File: src/rtl/game_pkg.sv
`default_nettype none
// ============================================================================
//  Module   : game_pkg
//  Purpose  : Shared direction encoding, FSM state codes and helpers for the
//             arrow and player logic.
//  Revision : 1.0  initial release
// ============================================================================
package game_pkg;

    typedef enum logic [1:0] {
        DIR_TOP    = 2'b00,
        DIR_BOTTOM = 2'b01,
        DIR_LEFT   = 2'b10,
        DIR_RIGHT  = 2'b11
    } dir_t;

    typedef logic [2:0] state_t;

    localparam state_t c_st_idle    = 3'd0;
    localparam state_t c_st_gap     = 3'd1;
    localparam state_t c_st_flight  = 3'd2;
    localparam state_t c_st_resolve = 3'd3;
    localparam state_t c_st_over    = 3'd4;

    localparam logic [15:0] c_lfsr_seed = 16'hACE1;

    // An inversed arrow must be blocked on the opposite side of its axis.
    function automatic dir_t required_side(input dir_t dir, input logic inv);
        return inv ? dir_t'(dir ^ 2'b01) : dir;
    endfunction

endpackage
`default_nettype wire

File: src/rtl/lfsr16.sv
`default_nettype none
// ============================================================================
//  Module   : lfsr16
//  Purpose  : Free-running 16-bit Fibonacci LFSR (taps 16,14,13,11).
//  Revision : 1.0  initial release
// ============================================================================
module lfsr16
    import game_pkg::*;
(
    input  logic        clk,
    input  logic        rst_n,
    output logic [15:0] q
);

    logic w_feedback;

    assign w_feedback = q[15] ^ q[13] ^ q[12] ^ q[10];

    // The all-zero lock-up state is unreachable from the seed; reload guards it anyway.
    always_ff @(posedge clk) begin
        if (!rst_n) begin
            q <= c_lfsr_seed;
        end else if (q == 16'h0000) begin
            q <= c_lfsr_seed;
        end else begin
            q <= {q[14:0], w_feedback};
        end
    end

endmodule
`default_nettype wire

File: src/rtl/arrow_spawner.sv
`default_nettype none
// ============================================================================
//  Module   : arrow_spawner
//  Purpose  : Game FSM launching arrows, resolving block/hit, tracking score.
//  Revision : 1.0  initial release
// ============================================================================
module arrow_spawner
    import game_pkg::*;
#(
    parameter int LIVES_INIT    = 3,
    parameter int GAP_FRAMES    = 30,
    parameter int FLIGHT_FRAMES = 120,
    parameter int INVERT_EN     = 1
) (
    input  logic        clk,
    input  logic        rst_n,
    input  logic [10:0] hcount_in,
    input  logic [9:0]  vcount_in,
    input  logic        start_in,
    input  logic [1:0]  shield_dir_in,
    input  logic        hit_in,
    output logic        arrow_valid,
    output logic [1:0]  arrow_direction,
    output logic [2:0]  arrow_speed,
    output logic        arrow_inversed,
    output logic [7:0]  score,
    output logic [2:0]  lives,
    output logic        game_over
);

    localparam logic [2:0]  c_lives_init    = 3'(LIVES_INIT);
    localparam logic [15:0] c_gap_frames    = 16'(GAP_FRAMES);
    localparam logic [15:0] c_flight_frames = 16'(FLIGHT_FRAMES);
    localparam logic        c_invert_en     = (INVERT_EN != 0);

    state_t      r_state;
    logic [15:0] r_count;
    logic        r_hit_q;
    dir_t        r_dir;
    logic        r_inv;
    logic [7:0]  r_score;
    logic [2:0]  r_lives;

    logic [15:0] w_lfsr;
    logic        w_unused_lfsr;
    logic        w_frame_tick;
    logic        w_hit_rise;
    logic [15:0] w_speed_x2;
    logic [15:0] w_gap_len;
    logic        w_blocked;

    lfsr16 u_lfsr (
        .clk   (clk),
        .rst_n (rst_n),
        .q     (w_lfsr)
    );

    assign w_unused_lfsr = ^w_lfsr[15:3];

    assign w_frame_tick = (hcount_in == 11'd0) && (vcount_in == 10'd0);
    assign w_hit_rise   = hit_in && !r_hit_q;

    assign arrow_speed = (r_score[7:6] != 2'b00) ? 3'd7 : r_score[5:3];

    // Gap shrinks by two frames per speed level, floored at two frames.
    assign w_speed_x2 = {12'd0, arrow_speed, 1'b0};
    assign w_gap_len  = (c_gap_frames >= w_speed_x2 + 16'd2) ? (c_gap_frames - w_speed_x2) : 16'd2;

    assign w_blocked = (shield_dir_in == required_side(r_dir, r_inv));

    always_ff @(posedge clk) begin
        if (!rst_n) begin
            r_state <= c_st_idle;
            r_count <= 16'd0;
            r_hit_q <= 1'b0;
            r_dir   <= DIR_TOP;
            r_inv   <= 1'b0;
            r_score <= 8'd0;
            r_lives <= c_lives_init;
        end else begin
            r_hit_q <= hit_in;
            case (r_state)
                c_st_idle, c_st_over: begin
                    if (start_in) begin
                        r_state <= c_st_gap;
                        r_score <= 8'd0;
                        r_lives <= c_lives_init;
                        r_count <= 16'd0;
                    end
                end
                c_st_gap: begin
                    if (r_count >= w_gap_len) begin
                        r_state <= c_st_flight;
                        r_count <= 16'd0;
                        r_dir   <= dir_t'(w_lfsr[1:0]);
                        r_inv   <= w_lfsr[2] & c_invert_en;
                    end else if (w_frame_tick) begin
                        r_count <= r_count + 16'd1;
                    end
                end
                c_st_flight: begin
                    // A hit edge takes priority over a coincident frame tick.
                    if (w_hit_rise || (r_count >= c_flight_frames)) begin
                        r_state <= c_st_resolve;
                    end else if (w_frame_tick) begin
                        r_count <= r_count + 16'd1;
                    end
                end
                c_st_resolve: begin
                    r_count <= 16'd0;
                    if (w_blocked) begin
                        r_state <= c_st_gap;
                        if (r_score != 8'hFF) begin
                            r_score <= r_score + 8'd1;
                        end
                    end else begin
                        if (r_lives != 3'd0) begin
                            r_lives <= r_lives - 3'd1;
                        end
                        r_state <= (r_lives == 3'd1) ? c_st_over : c_st_gap;
                    end
                end
                default: begin
                    r_state <= c_st_idle;
                end
            endcase
        end
    end

    assign arrow_valid     = (r_state == c_st_flight);
    assign game_over       = (r_state == c_st_over);
    assign arrow_direction = r_dir;
    assign arrow_inversed  = r_inv;
    assign score           = r_score;
    assign lives           = r_lives;

endmodule
`default_nettype wire

File: config.mk
export PLATFORM = sky130hd
export DESIGN_NAME = arrow_spawner
export DESIGN_NICKNAME = d
export VERILOG_FILES = /design/src/rtl/game_pkg.sv /design/src/rtl/lfsr16.sv /design/src/rtl/arrow_spawner.sv
export SDC_FILE = /design/constraint.sdc
export NUM_CORES = 1
export LEC_CHECK = 0
export ABC_AREA = 0
export BUFFER_PORTS_ARGS = -buffer_cell sky130_fd_sc_hd__buf_4
export CORE_MARGIN = 2
export CORE_UTILIZATION = 49
export DETAILED_ROUTE_END_ITERATION = 10
export HOLD_SLACK_MARGIN = 0.12
export MAX_ROUTING_LAYER = met4
export PLACE_DENSITY = 0.82
export SLEW_MARGIN = 20
export SYNTH_ARGS = -nofsm -noshare
export SYNTH_HDL_FRONTEND = slang
export SYNTH_SLANG_ARGS = --single-unit
File: constraint.sdc
create_clock -name clk -period 2.1 [get_ports clk]
set_clock_uncertainty 0.1 [all_clocks]
set_input_delay 0.42 -clock clk [delete_from_list [all_inputs] [get_ports clk]]
set_output_delay 0.42 -clock clk [all_outputs]
set_load 0.02 [all_outputs]
==> summary.md, run 1 <==
| Metric | Value |
|---|---|
| Multiplexer share of the synthesized area | 0.0259 |
| Post-route ant nets | 0 |
| Synthesized instance count | 256 |
| Count of endpoints failing hold in the final timing report | 0 |
| Placement Rows | 25 |
| Period minus WS final | 2.21 ns |
| Final non-filler cell area | 3010 µm² |
| Combinational group share of total power | 0.148 |
| Arrival time worst endpoint | 2.37 ns |
| Count of fill cells added during filler insertion | 390 |
| Last weighted congestion value of the routability-driven placer | 0.864 |
| DRC errors left | 0 |
| Cell count after placement | 363 |
| Synth area leaders | sky130_fd_sc_hd__dfxtp_1 (43%), sky130_fd_sc_hd__nor2_1 (4.5%), sky130_fd_sc_hd__ha_1 (4.3%), sky130_fd_sc_hd__and2_1 (3.8%), sky130_fd_sc_hd__xor2_1 (3.8%) |
| Number of register bits inferred by synthesis | 50 |
| Max Fclk | 0.452 GHz |
| Final standard cell utilization of the core | 0.650 |
| Least-Margin Pin Slew | 0.355 ns |
| Total power after layout | 1.89 mW |
| Mean Syn Cell Area | 9.07 µm² |
| Global-route congestion overflow total | 0 |
| Number of distinct library cells after synthesis | 49 |
| Placement Setup Slack | -0.117 ns |
| Part of the total power dissipated in sequential elements | 0.530 |
| Post-Synth Adder-Cell Area | 0.0431 |
| Data required time of the critical path | 2.25 ns |
| Number of warnings reported in the yosys synthesis log | 0 |
| Final worst-path setup slack | -0.113 ns |
| Overall routing resource usage | 0.216 |
| Violations in the final reports | negative setup slack |
| Total clock buffers created by CTS | 5 |
| Maximum clock path buffer count | 2 |
| Run status | finished with violations |
| Ant diodes | 0 |
| Detailed-route wire length | 5.17 mm |
| Cell area power density | 628 nW/µm² |
| Biggest fanout along the worst timing path | 6 |
| Routed via count divided by cell count | 5.33 |
| Via count of the routed design | 1982 |
| Area Growth Syn to Fin | 29.6% |
| Total of buffers placed on input and output ports | 45 |
| Router iterations before antenna repair | 4 |
| Wirelength per Cell | 13.9 µm |
| Unrepaired setup endpoints after global routing | yes |
| Nets | 352 |
| Master of the slowest instance on the critical path | sky130_fd_sc_hd__or3_4 |
| Portion of synthesized cell area occupied by the leading cell type | 0.431 |
| Simple-gate share of the synthesized area | 0.315 |
| Main combinational cell family by area after synthesis | simple AND/OR/NAND/NOR gates |
| Chip width | 72.8 µm |
| Compound-cell area share of the yosys netlist | 0.0981 |
| Endpoint kind of the worst setup timing path | flip-flop |
| Post-DP Area | 2840 µm² |
| Crit path buf inv count | 1 |
| Max-cap check violation count | 0 |
| Clock network fraction of design power | 0.322 |
| Largest vdd supply drop | 0.461 mV |
| Number of clock sinks | 50 |
| CTS clk-pin slew, worst paths | 0.09 ns |
| Number of top-level pins | 46 |
| Fraction of power spent switching nets | 0.265 |
| Pin count of the biggest net entering global routing | 17 |
| Most instantiated flip-flop cell in the synthesis netlist | sky130_fd_sc_hd__dfxtp_1 |
| Vias in the first global route | 1985 |
| Launching element type of the critical path | flip-flop |
| Cell Int Power | 1.39 mW |
| CTS Hold Bufs | 0 |
| CTS Root Cell | sky130_fd_sc_hd__clkbuf_8 |
| Dominant cell type by area after synthesis | sky130_fd_sc_hd__dfxtp_1 |
| Type of the worst setup path | flip-flop to flip-flop |
| Seq/Total Area, Yosys | 0.431 |
| Share of post-route cells with drive strength above 1 | 0.318 |
| Final critical-path share of the clock period | 1.05 |
| Hold/Removal Path Class | primary input to flip-flop |
| Setup-failing EPs final | 17 |
| Final non-filler cell total | 372 |
| Clock insertion delay at the later pin of the skew report | 0.31 ns |
| Number of antenna violations at the first check in global routing | 0 |
| Die H | 72.8 µm |
| Clock tree from TritonCTS | built |
| Detailed Place HPWL | 3.80 mm |
| Slew Limit Fails | 0 |
| Xor/xnor cell area share of the yosys netlist | 0.0588 |
| Standby leakage power | 1.29 nW |
| Net switching power | 501 µW |
| Number of design-rule violations left by the first detailed-router iteration | 92 |
| Fraction of registers with async set/reset | 0 |
| Core area | 4630 µm² |
| Worst slew margin | 0.762 |
| Number of H-tree branching levels | 2 |
| Post-synthesis instance area | 2320 µm² |
| Longest individual stage delay on the worst path | 0.40 ns |
| Series of cell instances along the critical path | or3_4 > ha_4 > a21o_1 > a211oi_2 > nand4_1 > o21ai_1 > nand2_2 > buf_6 > a21oi_2 |
| Post-synth EDFFs | 0 |
| Kind of cell with the highest combined delay on the critical path | simple AND/OR/NAND/NOR gates |
| Starting Density | 0.501 |
| Die footprint | 5300 µm² |
| Wire length of the first global-routing pass | 8.72 mm |
| Synthesized netlist net count | 291 |
## power by group through the flow
stage                     clock network, mW  registers, mW  logic (mW)
after floorplan                           0           1.02       0.147
after global placement                    0           1.02       0.241
after detailed placement                  0           1.02       0.247
after CTS                             0.627           1.00       0.270
after global routing                  0.667           1.01       0.304
final                                 0.609           1.00       0.281
## area by class of cell
class                   instances  area (µm²)  share of cell area
repair buffers                 59         454               0.151
multi-input cells             189        1340               0.445
clock buffers                   6        82.6              0.0274
well taps                      54        67.6              0.0225
inverters                      12        45.0              0.0150
clock inverters                 2        15.0             0.00499
flip-flops and latches         50        1010               0.334
## synth_stat cells, types with 3 or more instances
master and n:
sky130_fd_sc_hd__xor2_1 10, sky130_fd_sc_hd__xnor2_1 3, sky130_fd_sc_hd__dfxtp_1 50, sky130_fd_sc_hd__nand4_1 5
sky130_fd_sc_hd__a31oi_1 4, sky130_fd_sc_hd__ha_1 8, sky130_fd_sc_hd__nor4_1 9, sky130_fd_sc_hd__and3_1 5
sky130_fd_sc_hd__a21oi_1 8, sky130_fd_sc_hd__nor3_1 8, sky130_fd_sc_hd__nor2b_1 6, sky130_fd_sc_hd__and2_1 14
sky130_fd_sc_hd__mux2i_1 6, sky130_fd_sc_hd__inv_1 12, sky130_fd_sc_hd__o21ai_0 4, sky130_fd_sc_hd__nand2_1 21
sky130_fd_sc_hd__or3_1 5, sky130_fd_sc_hd__nand3_1 8, sky130_fd_sc_hd__nor2_1 28, sky130_fd_sc_hd__nand2b_1 9
sky130_fd_sc_hd__clkbuf_1 3
## cell usage in the layout (no fill, tap or decap), types with 7 or more instances in the layout
master                     synthesis  final
sky130_fd_sc_hd__ha_1              8      7
sky130_fd_sc_hd__nand2b_1          9      9
sky130_fd_sc_hd__buf_4             0     56
sky130_fd_sc_hd__nand3_1           8      8
sky130_fd_sc_hd__nor2_1           28     22
sky130_fd_sc_hd__xor2_1           10     10
sky130_fd_sc_hd__dfxtp_1          50     48
sky130_fd_sc_hd__nor4_1            9      9
sky130_fd_sc_hd__and2_1           14     14
sky130_fd_sc_hd__nand2_1          21     19
sky130_fd_sc_hd__inv_1            12     12
sky130_fd_sc_hd__nor3_1            8      8
## repair_timing
| item | CTS | global route |
|---|---|---|
| gates resized for setup | 10 | 10 |
| buffers inserted | 0 | 0 |
| setup endpoints to repair | 21 | 22 |
| cloned | 1 | 0 |
| pin swaps | 7 | 1 |
## layer usage
layer / part of all wire / vias up / track usage
met5: 0 / - / -
met4: 0.023 / 0 / 0.105
met3: 0.035 / 11 / 0.0566
met2: 0.50 / 35 / 0.353
met1: 0.44 / 926 / 0.245
li1: - / 1010 / -
## registers in the layout, indices dropped and copies added, names as in the netlist
register	count
r_count	16
arrow_direction	2
arrow_inversed	1
score	8
lives	3
r_hit_q	1
u_lfsr.q	16
r_state	3
## cell families (layout without fill, tap and decap cells)
logic type / after synthesis / count (layout)
and+or+nand+nor: 130 / 130
AOI/OAI and AO/OA: 31 / 31
xor gates and xnor gates: 14 / 14
adders and majority gates: 8 / 8
DFF: 50 / 50
muxes: 6 / 6
buffers and inverters: 17 / 79
## final timing paths
| check | end | cells past startpoint | slack [ns] | from |
|---|---|---|---|---|
| max | r_count[4] | 9 | -0.11 | score[6] |
| min | r_hit_q | 2 | 0.21 | hit_in |
| max reg2reg | r_count[4] | 9 | -0.11 | score[6] |
| min reg2reg | u_lfsr.q[6] | 1 | 0.35 | u_lfsr.q[5] |
## metrics by stage
step	setup TNS [ns]	hold slack [ns]
2_1_floorplan	-0.354	0.311
3_3_place_gp	-0.0124	0.320
3_5_place_dp	-1.13	0.327
4_1_cts	-2.19	0.206
5_1_grt	-3.38	0.209
6_report	-1.31	0.212
No activity file was read; power rests on OpenSTA's default activity.
==> run 2: changes to the inputs <==
- CORE_MARGIN: 2 -> unset
- CTS_BUF_LIST: unset -> sky130_fd_sc_hd__clkbuf_16
==> run 2 against run 1 <==
  * The flow still finishes with violations (negative setup slack)
  * Non-clock buffer count is 1 higher
  * Core utilization up 3.8 points
  * Sequential cell count is the same
  * Global-route usage decreased by 0.28 points
  * Count of clock-buffer cells in the layout down 1
  * Sequential share of layout area down 0.48 points
  * Combinational power increased by 2%
  * First-iteration DRC count is 26% lower
  * Highest routed layer unchanged
==> summary.md, run 2 (synthesis gave the netlist of run 1 again) <==
| Metric | Value |
|---|---|
| Detailed Place HPWL | 3.71 mm |
| Kind of cell with the highest combined delay on the critical path | simple AND/OR/NAND/NOR gates |
| Cell Int Power | 1.56 mW |
| Arrival time worst endpoint | 2.32 ns |
| CTS clk-pin slew, worst paths | 0.07 ns |
| Endpoint kind of the worst setup timing path | flip-flop |
| Setup Buffers After CTS | 0 |
| Most common cell after layout, fill and taps aside | sky130_fd_sc_hd__buf_4 |
| Number of top-level pins | 46 |
| Run status | finished with violations |
| Series of cell instances along the critical path | or3_4 > ha_4 > a21o_1 > a211oi_2 > nand4_1 > o21ai_1 > nand2_2 > buf_12 > a21oi_2 |
| Count of endpoints failing hold in the final timing report | 0 |
| Share of post-route cells with drive strength above 1 | 0.307 |
| CTS Hold Bufs | 0 |
| Total of buffers placed on input and output ports | 45 |
| Clock tree from TritonCTS | built |
| Number of antenna violations at the first check in global routing | 0 |
| Worst-case hold slack | 0.249 ns |
| Combinational group share of total power | 0.138 |
| Final critical-path share of the clock period | 1.05 |
| Data required time of the critical path | 2.23 ns |
| Unrepaired setup endpoints after global routing | yes |
| Routed via count divided by cell count | 5.26 |
| Sequential cell area in the final layout | 1010 µm² |
| Worst slew margin | 0.738 |
| Longest individual stage delay on the worst path | 0.40 ns |
| Final worst-path setup slack | -0.0969 ns |
| Number of clock sinks | 50 |
| Maximum clock path buffer count | 2 |
| Overall routing resource usage | 0.213 |
| Multi-input gate area in the final layout | 1330 µm² |
| Biggest fanout along the worst timing path | 9 |
| Last weighted congestion value of the routability-driven placer | 0.808 |
| Vias in the first global route | 1897 |
| Wirelength per Cell | 14.0 µm |
| Hold/Removal Path Class | primary input to flip-flop |
| Fraction of power spent switching nets | 0.248 |
| R2R Setup Slk | -0.1 ns |
| Chip width | 70.8 µm |
| Final standard cell utilization of the core | 0.688 |
| Post-route ant nets | 0 |
| Number of H-tree branching levels | 2 |
| Least-Margin Pin Slew | 0.389 ns |
| Setup-failing EPs final | 19 |
| Net switching power | 515 µW |
| Standby leakage power | 1.32 nW |
| Nets | 353 |
| Pin count of the biggest net entering global routing | 16 |
| Max Fclk | 0.455 GHz |
| Master of the slowest instance on the critical path | sky130_fd_sc_hd__or3_4 |
| Cell area power density | 678 nW/µm² |
| Largest vdd supply drop | 0.739 mV |
| Part of the total power dissipated in sequential elements | 0.482 |
| Final non-filler cell total | 371 |
| Die footprint | 5020 µm² |
| Total power after layout | 2.07 mW |
| DRC errors left | 0 |
| Starting Density | 0.522 |
| Max-cap check violation count | 0 |
| Type of the worst setup path | flip-flop to flip-flop |
| Placement Setup Slack | -0.0591 ns |
| Commonest cells after routing, fill and taps aside | sky130_fd_sc_hd__buf_4 (58), sky130_fd_sc_hd__dfxtp_1 (47), sky130_fd_sc_hd__nor2_1 (24), sky130_fd_sc_hd__nand2_1 (20), sky130_fd_sc_hd__and2_1 (14) |
| Placement Rows | 24 |
| Count of fill cells added during filler insertion | 362 |
| CTS Root Cell | sky130_fd_sc_hd__clkbuf_16 |
| Violations in the final reports | negative setup slack |
| Clock insertion delay at the later pin of the skew report | 0.29 ns |
| Detailed-route wire length | 5.18 mm |
| Total clock buffers created by CTS | 5 |
| Slew Limit Fails | 0 |
| Router iterations before antenna repair | 6 |
| Crit path buf inv count | 1 |
| Area Growth Syn to Fin | 31.7% |
| Launching element type of the critical path | flip-flop |
| Wire length of the first global-routing pass | 8.22 mm |
| Ant diodes | 0 |
| Global-route congestion overflow total | 0 |
| Clock network fraction of design power | 0.381 |
| Via count of the routed design | 1951 |
| Number of design-rule violations left by the first detailed-router iteration | 68 |
| Core area | 4440 µm² |
| Cell count after placement | 363 |
| Die H | 70.8 µm |
| Period minus WS final | 2.20 ns |
## run 2: changes by cell type in the layout (fill, tap and decap cells not counted), sizes merged
cell    previous run  this run
buf               59        60
clkbuf             6         5
clkinv             0         2
inv               14        13
## run 2: power groups by stage
stage	Clock (mW)	Sequential, mW	Combinational [mW]
global placement	0	1.02	0.258
finish	0.789	0.999	0.286
CTS	0.786	0.998	0.273
floorplan	0	1.02	0.147
detailed placement	0	1.02	0.264
global route	0.828	1.00	0.311
## run 2: final cells by class
cell class | instances | share of cell area
multi-input cells | 189 | 0.435
flip-flops and latches | 50 | 0.330
clock buffers | 5 | 0.0409
repair buffers | 60 | 0.153
inverters | 12 | 0.0147
clock inverters | 3 | 0.00573
well taps | 52 | 0.0213
## run 2: what timing repair did
item | in CTS | in global routing
pin swaps | 1 | 2
endpoints found under the setup margin | 18 | 23
hold endpoints to repair | 0 | 0
gates resized for setup | 5 | 9
gates cloned | 0 | 0
## run 2: path summary, 6_finish.rpt
path	from	depth (start not counted)	endpoint
hold / removal	hit_in	2	r_hit_q
hold reg to reg	u_lfsr.q[5]	1	u_lfsr.q[6]
setup reg to reg	score[7]	9	r_count[3]
setup / recovery	score[7]	9	r_count[3]
## run 2: routing by layer
layer	track usage	part of all wire	up-vias
met4	0.0644	0.012	0
met3	0.0413	0.028	7
met1	0.250	0.46	900
met2	0.370	0.50	28
li1	-	-	1016
met5	-	0	-
## run 2: through the flow
step	area, µm²	TNS (ns)
2_1_floorplan	2360	-0.354
3_3_place_gp	2860	0
3_5_place_dp	2860	-0.239
4_1_cts	3030	-0.588
5_1_grt	3060	-2.59
6_report	3060	-1.23
